$ cat src/rtl/cheetah_pkg.sv
// Shared core definitions: datapath width, canonical NOP and fetch-queue entry layout.
package cheetah_pkg;

  localparam int unsigned XLEN = 32;

  // addi x0, x0, 0
  localparam logic [31:0] NOP_INST = 32'h0000_0013;

  typedef struct packed {
    logic [XLEN-1:0] pc;
    logic [XLEN-1:0] inst;
  } fq_entry_t;

endpackage

$ cat src/rtl/fetch_queue.sv
// Instruction buffer between fetch and decode: first-word fall-through FIFO with
// flush, occupancy count and almost-full, emitting a NOP bubble when empty.
module fetch_queue
  import cheetah_pkg::*;
#(
  parameter int unsigned DEPTH     = 4,
  parameter int unsigned AF_THRESH = 3
) (
  input  logic                  clk,
  input  logic                  rst,
  input  logic                  Flush,
  input  logic                  enq_valid,
  output logic                  enq_ready,
  input  logic [XLEN-1:0]       enq_pc,
  input  logic [XLEN-1:0]       enq_inst,
  output logic                  deq_valid,
  input  logic                  deq_ready,
  output logic [XLEN-1:0]       deq_pc,
  output logic [XLEN-1:0]       deq_inst,
  output logic [$clog2(DEPTH):0] count,
  output logic                  almost_full
);

  localparam int unsigned PtrW = $clog2(DEPTH);
  localparam int unsigned CntW = PtrW + 1;
  localparam logic [CntW-1:0] CntFull = CntW'(DEPTH);
  localparam logic [CntW-1:0] CntAf   = CntW'(AF_THRESH);

  fq_entry_t       mem_q [DEPTH];
  logic [PtrW-1:0] wr_ptr_q, wr_ptr_d;
  logic [PtrW-1:0] rd_ptr_q, rd_ptr_d;
  logic [CntW-1:0] count_q, count_d;
  logic            enq_fire, deq_fire;
  fq_entry_t       head;

  // Status is derived from registered count only, so enq_ready never depends on deq.
  always_comb begin
    enq_ready   = count_q < CntFull;
    deq_valid   = count_q != '0;
    almost_full = count_q >= CntAf;
    count       = count_q;
    enq_fire    = enq_valid & enq_ready & ~Flush;
    deq_fire    = deq_valid & deq_ready & ~Flush;
    head        = mem_q[rd_ptr_q];
    deq_pc      = '0;
    deq_inst    = NOP_INST;
    if (deq_valid) begin
      deq_pc   = head.pc;
      deq_inst = head.inst;
    end
  end

  always_comb begin
    wr_ptr_d = wr_ptr_q;
    rd_ptr_d = rd_ptr_q;
    count_d  = count_q;
    if (Flush) begin
      wr_ptr_d = '0;
      rd_ptr_d = '0;
      count_d  = '0;
    end else begin
      if (enq_fire) wr_ptr_d = wr_ptr_q + 1'b1;
      if (deq_fire) rd_ptr_d = rd_ptr_q + 1'b1;
      case ({enq_fire, deq_fire})
        2'b10:   count_d = count_q + 1'b1;
        2'b01:   count_d = count_q - 1'b1;
        default: count_d = count_q;
      endcase
    end
  end

  always_ff @(posedge clk or negedge rst) begin
    if (!rst) begin
      wr_ptr_q <= '0;
      rd_ptr_q <= '0;
      count_q  <= '0;
    end else begin
      wr_ptr_q <= wr_ptr_d;
      rd_ptr_q <= rd_ptr_d;
      count_q  <= count_d;
    end
  end

  // Storage is intentionally left unreset; only entries below count are ever observed.
  always_ff @(posedge clk) begin
    if (enq_fire) mem_q[wr_ptr_q] <= '{pc: enq_pc, inst: enq_inst};
  end

  a_no_enq_when_full : assert property (@(posedge clk) disable iff (!rst)
    !(enq_fire && count_q == CntFull));
  a_no_deq_when_empty : assert property (@(posedge clk) disable iff (!rst)
    !(deq_fire && count_q == '0));
  a_count_bounded : assert property (@(posedge clk) disable iff (!rst)
    count_q <= CntFull);

endmodule

$ cat config.mk
export PLATFORM = sky130hd
export DESIGN_NAME = fetch_queue
export DESIGN_NICKNAME = d
export VERILOG_FILES = /design/src/rtl/cheetah_pkg.sv /design/src/rtl/fetch_queue.sv
export SDC_FILE = /design/constraint.sdc
export NUM_CORES = 1
export LEC_CHECK = 0
export CAP_MARGIN = 15
export CORE_ASPECT_RATIO = 1.75
export CORE_MARGIN = 2
export CORE_UTILIZATION = 49
export DETAILED_ROUTE_END_ITERATION = 8
export PLACE_DENSITY = 0.78
export SLEW_MARGIN = 5
export SYNTH_ARGS = -nofsm -noshare
export SYNTH_HDL_FRONTEND = slang
export SYNTH_SLANG_ARGS = --single-unit
$ cat constraint.sdc
create_clock -name clk -period 3.35 [get_ports clk]
set_clock_uncertainty 0.1 [all_clocks]
set_input_delay 0.335 -clock clk [delete_from_list [all_inputs] [get_ports clk]]
set_output_delay 0.335 -clock clk [all_outputs]
set_load 0.02 [all_outputs]
==> run_results.csv <==
group,metric,value,unit
run_status,status,"finished with violations",
run_status,violations,"DRC",
critical_path,startpoint,"rd_ptr_q[0]$_DFFE_PN0P_",
yosys,synthArstFlopShare,2.66,%
grt,met3_usage,2.78,%
layout,design_area,12700,sq um
yosys,yosysSeqAreaShare,77.2,%
yosys,synth_edf_count,256,
critical_path,rr_endpoint,"count[2]$_DFFE_PN0P_",
critical_path,path_buf_inv,2,
min_path,hp-class,"in2reg",
grt,grt_use_met1,22.2,%
sta,tightest_slew,0.555,ns
critical_path,crit_path_top_delay_cell,"dfrtp_4",
yosys,synth_top_family_by_area,"multiplexers",
critical_path,worstPathMaxFanout,18,
yosys,synthCells,469,
layout,drive_gt1_share,18.1,%
min_path,holdCritStartpoint,"enq_pc[13]",
power,pwr_density_cell,598,nW/um^2
sta,finalSetupTns,0,ns
yosys,synthSimpleGateAreaFrac,5.27,%
yosys,avgSynthCellArea,21.7,sq um
yosys,synth.area.mux_share,14.3,%
routing,num_vias,4987,
sta,min_period_over_period,95.9,%
grt,grt_pass1_vias,5648,
sta,rsz0062_at_grt,"false",
floorplanning,die_area,22000,sq um
critical_path,crit_chain,"buf_4, mux4_2, and2_1, clkdlybuf4s50_1",
grt,grtUsageMet2,33.6,%
sta,relSlewSlack,63.0,%
sta,max_freq,311,MHz
floorplanning,fp.dieH,195,microns
floorplanning,design.portCount,139,
floorplanning,rows,69,
clocking,htree_levels,1,
yosys,synthDominantCellAreaShare,75.5,%
critical_path,cp.required,2.91,ns
critical_path,slowest_delay,0.67,ns
grt,grt_pass1_wl,31.6,mm
critical_path,worstPathArrival,2.78,ns
clocking,cts_sinks,263,
yosys,synthTopCellsByArea,"edfxtp_1 75%, mux4_2 14%, and2_1 4.0%",
sta,setup_violations,0,
grt,antenna_found_initial,2,
flow_run,drv_cap,0,
routing,viasPerCell,5.63,
yosys,yosys_register_bits,263,
yosys,synth_common_cells,"256 x edfxtp_1, 65 x and2_1, 64 x mux4_2",
placement,hpwlAfterDp,12.6,mm
critical_path,worst_setup_path_start_kind,"flop",
layout,utilization,62.2,%
critical_path,crit_type,"reg2out",
clocking,root_buffer,"clkbuf_16",
clocking,clk_latency,0.51,ns
yosys,synth_flop_cell,"edfxtp_1",
clocking,cts_inserted_buffers,23,
critical_path,reg2reg_from,"count[0]$_DFFE_PN0P_",
routing,dr.pass1.iters,6,
yosys,syn_nets,543,
yosys,synth_compound_area_share,0.651,%
clocking,cts_buffer_depth,3,
clocking,cts_tree,"yes",
critical_path,reg2reg_depth,9,
clocking,path_clk_slew,0.06,ns
yosys,ys_types,29,
placement,numPortBuffers,138,
layout,area_delta_synth_final,24.4,%
power,vdd.ir_drop.worst,0.000492,V
yosys,synth_most_common_cell,"edfxtp_1",
sta,hold_violations,0,
yosys,yosys.area.top_type,"edfxtp_1",
sta,fin_crit,3.21,ns
critical_path,cp-end-kind,"output pin",
placement,place_area,11900,sq um
routing,drt-initial-drc-count,282,
placement,place_congestion,0.738,
layout,layout.nets,696,
grt,overflow,0,
floorplanning,start_util,50.0,%
sta,timing.final.max_slew_violations,0,
routing,drt_wl_total,20.0,mm
routing,wl_per_cell,22.6,microns
floorplanning,die_w,113,microns
grt,grt_max_degree,65,
grt,grt_usage,18.8,%
clocking,post-cts-setup-buffers,0,
power,leakagePower,4.03,nW
yosys,synth_adder_area_share,0.688,%
grt,busiest_layer,"met2",
routing,drc,7,
floorplanning,core_area,20400,sq um
routing,ant_nets,0,
critical_path,r2r_slack,0.60,ns
critical_path,path_depth,4,
critical_path,crit_family,"buffers and inverters",
yosys,synth-xor-area-share,0.344,%
yosys,synth_area,10200,sq um
yosys,ys_warn_count,0,
critical_path,crit_end,"deq_inst[31]",
==> sequential cells by signal (all words and copies together) (netlist names) <==
name and cells:
wr_ptr_q 2, count 3, rd_ptr_q 2, mem_q 256
==> layer usage <==
layer,up-vias,part of all wire (%)
met3,57,5.1
met5,-,0.055
met4,2,4.2
met2,166,54
met1,2574,37
li1,2188,-
==> power breakdown <==
part	internal (mW)	switching, mW	total, mW
Clock	1.46	1.09	2.55
Sequential	3.71	0.0663	3.78
Combinational	0.649	0.600	1.25
==> layout by cell type (no fill, tap or decap), drive strengths merged, types with 4 or more instances in the layout <==
| cell type | n |
|---|---|
| nand2 | 10 |
| mux4 | 64 |
| inv | 4 |
| clkinv | 6 |
| clkdlybuf4s50 | 138 |
| dfrtp | 7 |
| a21oi | 5 |
| clkbuf | 32 |
| edfxtp | 256 |
| buf | 13 |
| o21ai | 5 |
| ha | 4 |
| and2 | 65 |
| nor2 | 5 |
==> worst reg2reg max path: cells and delay by family (launching register included) <==
family / cells / cell delay [ns]
buffers and inverters: 1 / 0.30
adders and majority gates: 1 / 0.40
DFF: 1 / 0.52
AOI/OAI and AO/OA: 2 / 0.26
and+or+nand+nor: 5 / 1.10
==> logic make-up (layout without fill, tap and decap cells) <==
kind of cell | Yosys count | after routing
xor gates and xnor gates | 4 | 4
adders and majority gates | 5 | 5
buffers and inverters | 28 | 196
other | 0 | 1
AOI/OAI and AO/OA | 12 | 12
muxes | 65 | 65
DFF | 263 | 263
and+or+nand+nor | 92 | 92
==> metrics by stage <==
step	power, mW	cells	setup slack, ns	hold WS (ns)
2_1_floorplan	4.55	469	0.329	-0.0606
3_3_place_gp	5.08	844	0.632	0.448
3_5_place_dp	5.11	844	0.459	0.485
4_1_cts	7.65	885	0.00516	0.344
5_1_grt	7.84	886	0.00184	0.357
6_report	7.57	886	0.139	0.360
==> how the worst min path moves through the flow <==
| stage | to | slack, ns | depth (start not counted) |
|---|---|---|---|
| 2_1_floorplan | count[0]$_DFFE_PN0P_ | -0.06 | 0 |
| 3_3_place_gp | wr_ptr_q[0]$_DFFE_PN0P_ | 0.45 | 2 |
| 3_5_place_dp | wr_ptr_q[0]$_DFFE_PN0P_ | 0.48 | 2 |
| 4_1_cts | mem_q[2][45]$_DFFE_PP_ | 0.34 | 1 |
| 5_1_grt | mem_q[2][45]$_DFFE_PP_ | 0.36 | 1 |
| 6_report | mem_q[2][45]$_DFFE_PP_ | 0.36 | 1 |
==> area by class of cell <==
| cell class | instances | area (sq um) |
|---|---|---|
| flip-flops and latches | 263 | 7870 |
| fillers | 1429 | 7710 |
| multi-input cells | 178 | 2170 |
| repair buffers | 152 | 1580 |
| clock buffers | 32 | 629 |
| well taps | 248 | 310 |
| clock inverters | 8 | 90.1 |
| inverters | 4 | 17.5 |
| diodes | 1 | 2.50 |
==> timing repair <==
action,CTS,global route
hold endpoints to repair,7,0
hold buffers,1,0
gates resized for setup,0,2
endpoints found under the setup margin,0,61
No activity file was read; power rests on OpenSTA's default activity.
